`config.mk`:
```
export PLATFORM = sky130hd
export DESIGN_NAME = wide_adder_seq_ctrl
export DESIGN_NICKNAME = d
export VERILOG_FILES = /design/src/rtl/wide_adder_seq_ctrl.sv
export SDC_FILE = /design/constraint.sdc
export NUM_CORES = 1
export LEC_CHECK = 0
export ABC_AREA = 1
export BUFFER_PORTS_ARGS = -buffer_cell sky130_fd_sc_hd__buf_2
export CORE_AREA = 2 2 86 88
export DETAILED_ROUTE_END_ITERATION = 16
export DIE_AREA = 0 0 88 90
export GPL_TIMING_DRIVEN = 0
export SLEW_MARGIN = 0
export SYNTH_ARGS = -nofsm -noshare
export SYNTH_HDL_FRONTEND = slang
export SYNTH_SLANG_ARGS = --single-unit
```
`constraint.sdc`:
```
create_clock -name clk -period 2.3 [get_ports clk]
set_clock_uncertainty 0.2 [all_clocks]
set_input_delay 0.115 -clock clk [delete_from_list [all_inputs] [get_ports clk]]
set_output_delay 0.115 -clock clk [all_outputs]
set_load 0.02 [all_outputs]
```
`src/rtl/wide_adder_seq_ctrl.sv`:
```
// wide_adder_seq_ctrl: multi-word add sequencer for an external WIDTH-bit adder; define WIDE_ADDER_SEQ_SUB_EN to add sub_in (A-B)
module wide_adder_seq_ctrl #(
  parameter int WIDTH  = 4,
  parameter int NWORDS = 4
) (
  input  logic                    clk,
  input  logic                    reset,
  input  logic                    start,
  input  logic [NWORDS*WIDTH-1:0] a_in,
  input  logic [NWORDS*WIDTH-1:0] b_in,
  input  logic                    cin_in,
`ifdef WIDE_ADDER_SEQ_SUB_EN
  input  logic                    sub_in,
`endif
  output logic                    busy,
  output logic                    done,
  output logic [NWORDS*WIDTH-1:0] sum_out,
  output logic                    cout_out,
  output logic [WIDTH-1:0]        add_a,
  output logic [WIDTH-1:0]        add_b,
  output logic                    add_cin,
  input  logic [WIDTH-1:0]        add_sum,
  input  logic                    add_cout
);
  localparam int IW = (NWORDS > 1) ? $clog2(NWORDS) : 1;
  localparam logic [IW-1:0] LAST = IW'(NWORDS - 1);
  typedef enum logic [1:0] {IDLE, RUN, DONE} state_t;
  state_t state_q, state_d;
  logic [IW-1:0] idx_q, idx_d;
  logic carry_q, carry_d, cin_q, cin_d, sub_q, sub_d, cout_q, cout_d;
  logic busy_q, busy_d, done_q, done_d;
  logic [NWORDS-1:0][WIDTH-1:0] a_q, a_d, b_q, b_d, sum_q, sum_d;
  logic sub_start, run;
`ifdef WIDE_ADDER_SEQ_SUB_EN
  assign sub_start = sub_in;
`else
  assign sub_start = 1'b0;
`endif
  assign run      = state_q == RUN;
  assign add_a    = run ? a_q[idx_q] : '0;
  assign add_b    = run ? (sub_q ? ~b_q[idx_q] : b_q[idx_q]) : '0;
  assign add_cin  = run ? ((idx_q == '0) ? cin_q : carry_q) : 1'b0;
  assign busy     = busy_q;
  assign done     = done_q;
  assign sum_out  = sum_q;
  assign cout_out = cout_q;
  // next state: latch operands on start, retire one word per RUN cycle, chain carry
  always_comb begin
    state_d = state_q;
    idx_d   = idx_q;
    carry_d = carry_q;
    cin_d   = cin_q;
    sub_d   = sub_q;
    cout_d  = cout_q;
    a_d     = a_q;
    b_d     = b_q;
    sum_d   = sum_q;
    case (state_q)
      IDLE: if (start) begin
        a_d     = a_in;
        b_d     = b_in;
        sub_d   = sub_start;
        cin_d   = sub_start ? 1'b1 : cin_in;
        idx_d   = '0;
        state_d = RUN;
      end
      RUN: begin
        sum_d[idx_q] = add_sum;
        carry_d      = add_cout;
        idx_d        = (idx_q == LAST) ? '0 : idx_q + 1'b1;
        cout_d       = (idx_q == LAST) ? add_cout : cout_q;
        state_d      = (idx_q == LAST) ? DONE : RUN;
      end
      default: state_d = IDLE;
    endcase
    busy_d = state_d == RUN;
    done_d = state_d == DONE;
  end
  // state and registered outputs, synchronous reset wins over start
  always_ff @(posedge clk) begin
    if (reset) begin
      state_q <= IDLE;
      idx_q   <= '0;
      carry_q <= 1'b0;
      cin_q   <= 1'b0;
      sub_q   <= 1'b0;
      cout_q  <= 1'b0;
      a_q     <= '0;
      b_q     <= '0;
      sum_q   <= '0;
      busy_q  <= 1'b0;
      done_q  <= 1'b0;
    end else begin
      state_q <= state_d;
      idx_q   <= idx_d;
      carry_q <= carry_d;
      cin_q   <= cin_d;
      sub_q   <= sub_d;
      cout_q  <= cout_d;
      a_q     <= a_d;
      b_q     <= b_d;
      sum_q   <= sum_d;
      busy_q  <= busy_d;
      done_q  <= done_d;
    end
  end
endmodule

```
---- After elaboration in Yosys (flattened, before gate mapping) ----
Index checks and enable logic that the tools add are counted.
operators by class
  add/sub/neg operators ................... 1
  magnitude comparators ................... 2
  equal/unequal tests ..................... 5
  mux-type cells .......................... 17
  reduce and logical (&&, ||, !) cells .... 7
operators with widths
  operator             number
  $mux 4               5
  $bmux 4 s2           2
  $bwmux 16            1
  $demux 4 s2          1
  $mux 2               4
  $pmux 2 s2           2
  $reduce_and 2->1     3
  $eq 2x1->1 const B   2
  $eq 2x2->1 const B   2
  $logic_not 2->1      2
  $lt 2x3->1 const B   1
  $add 2x1->2 const B  1
  $ge 2x1->1 const B   1
  $mux 1               2
  $ne 2x2->1 const B   1
  $reduce_bool 2->1    1
  $logic_and 1x1->1    1
storage, ports and cells
  register bits after elaboration ......... 57
  input port bits ......................... 41
  output and inout bits ................... 28
  logic and storage cells ................. 51

---- Depth between registers and ports, before layout ----
Gate-level depths: netlist (run 1).
  depth in word-level cells ............... 5
  mapped depth ............................ 8
  mapped depth without buffers ............ 6

---- Worst setup path before layout (run 1) ----
OpenSTA, ideal clock, no wires.
  kind .................................... register to output
  from .................................... register idx_q[0]
  to ...................................... output port add_cin
  data arrival time ....................... 1,405 ps
  required time ........................... 1,985 ps
  path slack .............................. 580 ps
  stages on the path, launching flop included .. 7
  buffers on the path ..................... 2
  cell sequence ........................... dfxtp_1 -> buf_4 -> inv_2 -> buf_2 -> ha_1 -> o21ai_0 -> a21oi_1
between the ends
  longest elaborated chain between the ends .. 3
ends and longest elaborated chain
  item                      RTL line  source
  start: declaration        29        logic [IW-1:0] idx_q, idx_d;
  start signal: assignment  95        idx_q <= idx_d;
  $logic_not 2->1           42        assign add_cin = run ? ((idx_q == '0) ? cin_q : carry_q) : 1'b0;
  $mux 1 (2 in a row)       42
  end: declaration          21        output logic add_cin,
No other way between the ends.

---- Final worst setup path (run 1) ----
Ends and elaborated chain as after synthesis.

==> results.md, run 1 <==
* Final nets at 547
* WS Path Type: flip-flop to output port
* Reg power frac at 0.414
* Tot Pwr at 0.00264 W
* Sink Count at 57
* First-pass GRT wire length at 11,300 um
* Antenna Cells at 0
* Post-Syn Area at 2700 um^2
* Initial DRC Count at 82
* Row count at 31
* Final WL at 6600 um
* Placed cell area at 3160 um^2
* Root Driver: clkbuf_8
* Switching fraction of total power at 0.268
* Max Clock Freq at 480 MHz
* Setup bufs post-CTS at 0
* Final Instance Count excl. Fillers at 606
* Post-synth cell types at 21
* Slew headroom at 0.851
* Pwr/cell area at 693 nW/um^2
* Final Cycle Share at 0.905
* Post-layout min period at 2.08 ns
* Die area at 7920 um^2
* GP Congestion at 0.774
* Total iterations of the first detailed-routing run at 4
* Cts bufs inserted at 9
* H-tree depth at 3
* Vias in the first global route at 2,493
* Design area at 3810 um^2
* RSZ-0062 raised after global routing: no
* Dominant cells by area after synthesis: dfxtp_1 42%, nor2_1 10%, nand2_1 9.9%
* Worst-path clk slew at 0.06 ns
* Actual slew at the worst max-slew pin at 0.222 ns
* Cell taking the most area after synthesis: dfxtp_1
* Clock power frac at 0.406
* CP arrival at 1.77 ns
* Mean post-synth cell area at 7.07 um^2
* Startpoint class of the critical path: flip-flop
* # DRC at 0
* Combinational power share at 0.180
* Internal at 0.00194 W
* # Max-Cap Violations at 0
* Post-synthesis cell count at 382
* Worst path required time at 1.99 ns
* Final setup TNS at 0 ns
* Final Hold Vio Count at 0
* Vias at 2,599
* Area of the core at 7020 um^2
* Slew Limit Fails at 0
* GRT overflow at 0
* # port buffers at 68
* Area grow syn2layout at 41.3%
* FILL cells at 697
* Maximum VDD drop at 0.365 mV
* Initial antenna violation count at 0
* Largest net degree at the start of global routing at 12
* Final HPWL DP at 4460 um
* Routed WL per cell at 10.9 um
* WHS at 0.290 ns
* Sequential cell area fraction in the yosys report at 0.423
* CTS Buffer Depth at 2
* Gr usage total at 0.182
* Switch Pwr at 0.000707 W
* Syn Nets at 427
* Die Ht at 90 um
* CP max FO at 11
* Share of the synthesized area in the top cell type at 0.423
* Die width at 88 um
* Placed cell count at 549
* Via density at 4.29
* Starting Density at 0.384
* CTS tree: yes
* Final setup viols at 0
* FF+latch count, synth at 57
* Top Ports at 69
* Crit. End Element: output port
* Hold crit path type: flip-flop to flip-flop
* Layout cells sized above 1 at 0.282
* Yosys warning count at 0
* Routed Antenna Nets at 0
* Outcome: finished, final reports clean
* Clock latency on the worst-skew pair at 0.34 ns
* Leakage at 1.90 nW
## per-stage QoR
step	setup slack (ns)	util
6_report	0.218	0.543
2_1_floorplan	0.580	-
4_1_cts	0.0694	0.542
5_1_grt	0.0268	0.543
3_5_place_dp	0.289	0.451
3_3_place_gp	0.308	0.451
## cell usage in the layout, fill, tap and decap left out, types with 2 or more instances in the layout
master          n
a21oi_1        12
o21ai_1        18
nor2_1         75
inv_4           2
nand3_1        16
ha_1            4
buf_6           5
inv_2           3
bufinv_16       2
dlygate4sd3_1  41
clkinv_2        2
dfxtp_1        57
buf_2          75
nand2_1        71
nor2_2         30
nand2_2         4
inv_1          52
buf_12          3
clkbuf_8       11
o21ai_0        18
## power groups by stage
stage                     clock network [W]  logic, W  registers (W)
after floorplan                           0  0.000284        0.00113
after global placement                    0  0.000416        0.00111
after detailed placement                  0  0.000421        0.00112
after CTS                           0.00111  0.000477        0.00109
after global routing                0.00115  0.000538        0.00110
final                               0.00107  0.000475        0.00109
## metal layers
layer,part of all wire,track usage,up-vias
met1,0.47,0.236,1147
li1,-,-,1387
met5,0,0,-
met2,0.47,0.287,56
met3,0.047,0.0459,9
met4,0.017,0.0705,0
## critical path, cell delays in order (launching register included)
cell     delay [ns]
dfxtp_1        0.33
buf_4          0.18
inv_4          0.13
buf_6          0.17
ha_1           0.21
o21ai_0        0.09
a21oi_1        0.14
buf_2          0.18
## path summary, 6_finish.rpt
path | to | depth (start not counted) | slack [ns] | startpoint
max | add_cin | 7 | 0.22 | idx_q[0]
min | cin_q | 2 | 0.29 | cin_q
max reg2reg | idx_q[1] | 7 | 0.22 | idx_q[0]
min reg2reg | cin_q | 2 | 0.29 | cin_q
## cell usage after synthesis, drive strengths merged
cell type / number
nor2: 107
o21ai: 36
dfxtp: 57
buf: 16
nand2: 75
nand3: 17
clkinv: 1
ha: 4
inv: 57
a21oi: 12
## flip-flops by register name, indices dropped and copies added (netlist names)
| name | cells |
|---|---|
| sum_out | 16 |
| carry_q | 1 |
| cin_q | 1 |
| busy | 1 |
| idx_q | 2 |
| b_q | 16 |
| done | 1 |
| a_q | 16 |
| state_q | 2 |
| cout_out | 1 |
## what timing repair did
action                                  4_1_cts  5_1_grt
endpoints found under the hold margin        57        0
hold buffers                                 41        0
resized for setup                             2        3
endpoints found under the setup margin        1        1
## cells by family (layout without fill, tap and decap cells)
kind of cell	after synthesis	in the layout	synth area share
AO/OA/AOI/OAI	48	48	0.0890
adder cells (fa/ha/maj)	4	4	0.0185
buffers and inverters	74	199	0.140
flip-flops	57	57	0.423
AND/OR/NAND/NOR	199	199	0.330
## area by class of cell
class / count / area (um^2) / share of cell area
clock inverter: 5 / 77.6 / 0.0203
tap: 99 / 124 / 0.0325
timing repair buffer: 109 / 751 / 0.197
sequential: 57 / 1140 / 0.299
clock buffer: 11 / 151 / 0.0397
buffer: 16 / 159 / 0.0417
multi-input combinational: 251 / 1180 / 0.309
inverter: 58 / 230 / 0.0604
Note: power is estimated with default switching activity, not from simulation.
==> run 2: changes to the inputs <==
Settings changed: ABC_AREA 1 to unset, CORE_AREA 2 2 86 88 to 2 2 80 82, DIE_AREA 0 0 88 90 to 0 0 82 84.
==> results.md, run 2 <==
* Outcome: finished, final reports clean
* Placed cell area at 2780 um^2 (-12%)
* Starting Density at 0.384 (about the same)
* Top_reg_cell synth: dfxtp_1
* Routed WL per cell at 12.7 um (+17%)
* Antenna Cells at 0 (unchanged)
* Most common cell after layout, fill and taps aside: nand2_1
* GRT overflow at 0 (unchanged)
* Switching fraction of total power at 0.242 (-0.0256)
* Yosys warning count at 0 (unchanged)
* # Max-Cap Violations at 0 (unchanged)
* Area of the core at 6100 um^2 (-13%)
* Commonest cells in the netlist: 87 x nand2_1, 57 x dfxtp_1, 52 x a21oi_1, 17 x mux2i_1, 17 x nand3_1
* Post-synth EDFFs at 0 (unchanged)
* Reg power frac at 0.428 (+0.014)
* Mux cell area share after synthesis at 0.0726 (+0.0726)
* Switch Pwr at 0.000599 W (-15%)
* Clock power frac at 0.430 (+0.024)
* RSZ-0062 raised after global routing: no
* Cts bufs inserted at 9 (unchanged)
* Actual slew at the worst max-slew pin at 0.506 ns (+0.285 ns)
* Vias at 2,345 (-9.8%)
* Final WL at 6270 um (-5.0%)
* Die width at 82 um (-6.8%)
* FILL cells at 585 (-16%)
* Routed Antenna Nets at 0 (unchanged)
* Via density at 4.76 (+11%)
* Sink Count at 57 (unchanged)
* CP max FO at 10 (-1)
* FF+latch count, synth at 57 (unchanged)
* Startpoint class of the critical path: flip-flop
* Post-synth cell types at 24 (+14%)
* Design area at 3510 um^2 (-7.8%)
* Post-layout min period at 2.14 ns (+0.0576 ns)
* CTS tree: yes
* Clock latency on the worst-skew pair at 0.33 ns (about the same)
* Pwr/cell area at 704 nW/um^2 (+1.6%)
* WS Path Type: flip-flop to output port
* Final HPWL DP at 4090 um (-8.3%)
* Final setup viols at 0 (unchanged)
* Max Clock Freq at 467 MHz (-2.7%)
* Most numerous cell in the Yosys netlist: nand2_1
* Maximum VDD drop at 0.389 mV (+6.7%)
* Cell taking the most area after synthesis: dfxtp_1
* First-pass GRT wire length at 9720 um (-14%)
* GP Congestion at 0.740 (-4.3%)
* Layout cells sized above 1 at 0.248 (-0.0345)
* H-tree depth at 3 (unchanged)
* Most frequent cells in the layout: 87 x nand2_1, 69 x buf_2, 57 x dfxtp_1
* Post-Syn Area at 2340 um^2 (-13%)
* Final Cycle Share at 0.930 (+0.0250)
* Final nets at 456 (-17%)
* Worst-path cell chain: buf_6 > buf_6 > inv_1 > ha_1 > mux2i_1 > nor2_1 > buf_2
* Hold crit path type: input pin to flip-flop
* Share of the synthesized area in the top cell type at 0.487 (+0.0641)
* Row count at 29 (-6.5%)
* Post-synth ARST share at 0 (unchanged)
* CP max stage delay at 0.37 ns (+0.04 ns)
* Slew headroom at 0.662 (-0.188)
* # DRC at 0 (unchanged)
* Internal at 0.00188 W (-3.1%)
* Dominant cells by area after synthesis: dfxtp_1 49%, nand2_1 14%, a21oi_1 11%
* Top Ports at 69 (unchanged)
* Area grow syn2layout at 50.0%
* Initial antenna violation count at 0 (unchanged)
* Combinational power share at 0.142 (-0.038)
* CTS Buffer Depth at 2 (unchanged)
* Final setup TNS at 0 ns (unchanged)
* Largest family of logic cells by synthesized area: simple AND/OR/NAND/NOR gates
* Simple-gate share of the synthesized area at 0.220 (-0.110)
* Syn Nets at 327 (-23%)
* Vias in the first global route at 2,153 (-14%)
* Leakage at 1.49 nW (-21%)
* CP arrival at 1.82 ns (+0.05 ns)
* # port buffers at 67 (-1.5%)
* Mean post-synth cell area at 8.31 um^2 (+18%)
* Slew Limit Fails at 0 (unchanged)
* Worst path required time at 1.99 ns (about the same)
* Total iterations of the first detailed-routing run at 5 (+1)
* Final Hold Vio Count at 0 (unchanged)
* Largest net degree at the start of global routing at 11 (-1)
* Worst-path clk slew at 0.07 ns (about the same)
* Sequential cell area fraction in the yosys report at 0.487 (+0.0641)
* Die area at 6890 um^2 (-13%)
* Initial DRC Count at 91 (+11%)
* Crit. End Element: output port
* Post-synthesis cell count at 282 (-26%)
* Synth Area in XOR/XNOR at 0 (unchanged)
* Slowest CP cell: dfxtp_1
* Post-Synth Adder-Cell Area at 0.0214 (+0.00281)
* Post-synthesis compound-gate area fraction at 0.143 (+0.0535)
* Cell mode on critical path: buf_6
* Die Ht at 84 um (-6.7%)
* Root Driver: clkbuf_8
* Gr usage total at 0.188 (+0.00588)
-- run 2: power groups by stage --
| stage | clock, W | sequential (W) | combinational (W) |
|---|---|---|---|
| floorplan | 0 | 0.00108 | 0.000176 |
| global placement | 0 | 0.00108 | 0.000275 |
| detailed placement | 0 | 0.00108 | 0.000277 |
| CTS | 0.00109 | 0.00106 | 0.000341 |
| global route | 0.00113 | 0.00106 | 0.000386 |
| finish | 0.00106 | 0.00106 | 0.000351 |
-- run 2: area by class of cell --
type                       count  area (um^2)  share of cell area
sequential                    57         1140               0.325
multi-input combinational    204         1070               0.304
timing repair buffer         118          833               0.237
clock buffer                  11          151              0.0431
buffer                        19          138              0.0392
tap                           77         96.3              0.0274
clock inverter                 5         77.6              0.0221
inverter                       2         7.51             0.00214
-- run 2: per-stage QoR --
stage	power [W]	hold slack, ns	setup slack (ns)	util	std cells
global route	0.00258	0.0370	0.0423	0.577	493
global placement	0.00135	0.157	0.116	0.455	426
finish	0.00247	0.0163	0.160	0.577	493
floorplan	0.00126	0.0510	0.371	-	282
CTS	0.00249	0.00640	0.0169	0.570	488
detailed placement	0.00136	0.162	0.104	0.455	426
-- run 2: kinds of logic (layout without fill, tap and decap cells) --
family / count (synthesis) / count (layout)
compound gates: 63 / 63
mux: 17 / 17
fa+ha+maj: 4 / 4
buf+inv: 21 / 155
flops: 57 / 57
simple gates: 120 / 120
-- run 2: repair_timing --
action	4_1_cts	5_1_grt
cloned	0	0
hold buffers	46	0
pin swaps	0	0
hold endpoints to repair	57	0
resized for setup	3	1
setup buffers	0	5
endpoints found under the setup margin	1	1
-- run 2: final timing paths --
| path | from | end | cells after the start | slack (ns) |
|---|---|---|---|---|
| setup / recovery | idx_q[0] | add_cin | 7 | 0.16 |
| setup reg to reg | state_q[0] | a_q[5] | 7 | 0.19 |
| hold reg to reg | sum_out[7] | sum_out[7] | 2 | 0.25 |
| hold / removal | reset | sum_out[0] | 2 | 0.02 |
-- run 2: worst max-delay path: cells and delay by family (launching register included) --
kind	cells	cell delay, ns
buf+inv	4	0.57
flops	1	0.37
fa+ha+maj	1	0.28
mux	1	0.14
simple gates	1	0.12
-- run 2: routing by layer --
layer  track usage  part of all wire
met2         0.291              0.47
met5             0                 0
met3        0.0509             0.049
met4        0.0909             0.025
met1         0.238              0.46
==> run 3: changes to the inputs <==
Settings changed: CORE_AREA 2 2 80 82 to 2 2 72 74, DIE_AREA 0 0 82 84 to 0 0 74 76, PLACE_DENSITY set to 0.76.
==> results.md, run 3 (synthesis results as in run 2) <==
* Outcome: finished, final reports clean
* Area grow syn2layout at 47.9%
* WHS at 0.250 ns (+0.234 ns)
* Switching fraction of total power at 0.247 (+0.00485)
* Die width at 74 um (-9.8%)
* GRT overflow at 0 (unchanged)
* CP max stage delay at 0.38 ns (about the same)
* Sink Count at 57 (unchanged)
* Crit. End Element: output port
* R2R Path End: a_q[4]
* GRT busiest layer: met2
* Initial DRC Count at 98 (+7.7%)
* Final setup TNS at 0 ns (unchanged)
* Final WL at 6340 um (+1.1%)
* Gr usage total at 0.246 (+0.0577)
* CP arrival at 1.83 ns (about the same)
* Via density at 4.89 (+2.8%)
* CTS tree: yes
* Internal at 0.00180 W (-4.3%)
* Worst path required time at 1.99 ns (about the same)
* Cts bufs inserted at 9 (unchanged)
* RSZ-0062 raised after global routing: no
* # Max-Cap Violations at 0 (unchanged)
* Final Hold Vio Count at 0 (unchanged)
* Clock latency on the worst-skew pair at 0.34 ns (about the same)
* Total iterations of the first detailed-routing run at 5 (unchanged)
* Pwr/cell area at 687 nW/um^2 (-2.4%)
* Leakage at 1.46 nW (-2.0%)
* Top Ports at 69 (unchanged)
* Vias in the first global route at 2,352 (+9.2%)
* Initial antenna violation count at 1 (+1)
* Startpoint class of the critical path: flip-flop
* Slew headroom at 0.659 (-0.00368)
* FILL cells at 382 (-35%)
* CP max FO at 10 (unchanged)
* Reg2Reg Depth at 7 (unchanged)
* GP Congestion at 0.787 (+6.2%)
* Final HPWL DP at 3770 um (-7.7%)
* FF-to-FF Start: state_q[0]
* Routed Antenna Nets at 0 (unchanged)
* # port buffers at 67 (unchanged)
* Layout cells sized above 1 at 0.238 (-0.00973)
* Root Driver: clkbuf_8
* Vias at 2,362 (+0.72%)
* Row count at 26 (-10%)
* Most frequent cells in the layout: 87 x nand2_1, 68 x buf_2, 57 x dfxtp_1
* Hold_sp: sum_out[3]
* Final nets at 452 (-0.88%)
* Post-layout min period at 2.14 ns (+0.00126 ns)
* Largest net degree at the start of global routing at 11 (unchanged)
* M1 GR Usage at 0.273 (+0.0351)
* Maximum VDD drop at 0.745 mV (+91%)
* Clock power frac at 0.410 (-0.020)
* Hold crit path type: flip-flop to flip-flop
* Combinational power share at 0.146 (+0.004)
* Die area at 5620 um^2 (-18%)
* Worst-path clk slew at 0.07 ns (about the same)
* Actual slew at the worst max-slew pin at 0.512 ns (+0.00552 ns)
* Slowest CP cell: dfxtp_1
* Final setup viols at 0 (unchanged)
* Final Cycle Share at 0.931 (about the same)
* # DRC at 0 (unchanged)
* WS Path Type: flip-flop to output port
* Delay-heaviest family, CP: buffers and inverters
* Cell mode on critical path: buf_6
* Hold EP: sum_out[3]
* Most common cell after layout, fill and taps aside: nand2_1
* Setup bufs post-CTS at 0 (unchanged)
* Reg power frac at 0.444 (+0.016)
* First-pass GRT wire length at 10,400 um (+7.0%)
* CTS Buffer Depth at 2 (unchanged)
* Starting Density at 0.477 (+0.0926)
* Final Util at 0.706 (+0.129)
* Switch Pwr at 0.000588 W (-1.8%)
* Die Ht at 76 um (-9.5%)
* Area of the core at 4910 um^2 (-19%)
* Slew Limit Fails at 0 (unchanged)
* Buf/Inv on CP at 4 (unchanged)
* H-tree depth at 3 (unchanged)
* Worst-path cell chain: buf_6 > buf_6 > inv_1 > ha_2 > mux2i_1 > nor2_1 > buf_2
* R2R setup slack at 0.17 ns (-0.02 ns)
* Max Clock Freq at 467 MHz (about the same)
* Met3 usage at 0.0556 (+0.00469)
* Hold Crit Depth at 2 (unchanged)
* Met2 Use GR at 0.408 (+0.117)
* Routed WL per cell at 13.1 um (+3.2%)
run 3: final cells by class:
| cell class | instances | area [um^2] | area share |
|---|---|---|---|
| diodes | 1 | 2.50 | 0.000722 |
| well taps | 70 | 87.6 | 0.0253 |
| clock buffers | 14 | 173 | 0.0498 |
| plain buffers | 19 | 140 | 0.0404 |
| inverters | 2 | 7.51 | 0.00217 |
| multi-input cells | 204 | 1070 | 0.310 |
| flip-flops and latches | 57 | 1140 | 0.329 |
| repair buffers | 114 | 806 | 0.232 |
| clock inverters | 2 | 35.0 | 0.0101 |
run 3: metal layers:
layer | routed length, um | up-vias
met2 | 3190 | 80
met4 | 227 | 0
met3 | 332 | 22
met5 | 0 | -
li1 | - | 1202
met1 | 2600 | 1058
run 3: timing repair:
item / in CTS / in global routing
resized for setup: 3 / 4
setup endpoints to repair: 1 / 3
endpoints found under the hold margin: 56 / 0
hold buffers: 47 / 0
run 3: worst max path at each step:
stage	startpoint	to	slack, ns	cells after the start
6_report	idx_q[0]	add_cin	0.16	7
4_1_cts	idx_q[0]	add_cin	0.007	7
5_1_grt	state_q[0]	a_q[0]	0.01	6
2_1_floorplan	idx_q[0]	add_cin	0.37	6
3_5_place_dp	idx_q[0]	add_cin	0.10	7
3_3_place_gp	idx_q[0]	add_cin	0.14	7
run 3: tightest hold or removal path, cell delays in order (launching register included):
cell and delay [ns]:
dfxtp_1 0.31, nand2_1 0.05, a21oi_1 0.05
run 3: power by group through the flow:
stage | sequential [W] | clock [W] | combinational [W]
finish | 0.00106 | 0.000978 | 0.000347
global route | 0.00106 | 0.00104 | 0.000383
CTS | 0.00106 | 0.000984 | 0.000337
detailed placement | 0.00108 | 0 | 0.000272
global placement | 0.00108 | 0 | 0.000268
floorplan | 0.00108 | 0 | 0.000176
run 3: per-stage QoR:
step | instances | cell area (um^2) | power [W] | setup slack (ns)
2_1_floorplan | 282 | 2340 | 0.00126 | 0.371
3_3_place_gp | 419 | 2770 | 0.00135 | 0.142
3_5_place_dp | 419 | 2770 | 0.00135 | 0.100
4_1_cts | 482 | 3450 | 0.00238 | 0.00687
5_1_grt | 483 | 3470 | 0.00248 | 0.0104
6_report | 483 | 3470 | 0.00238 | 0.159
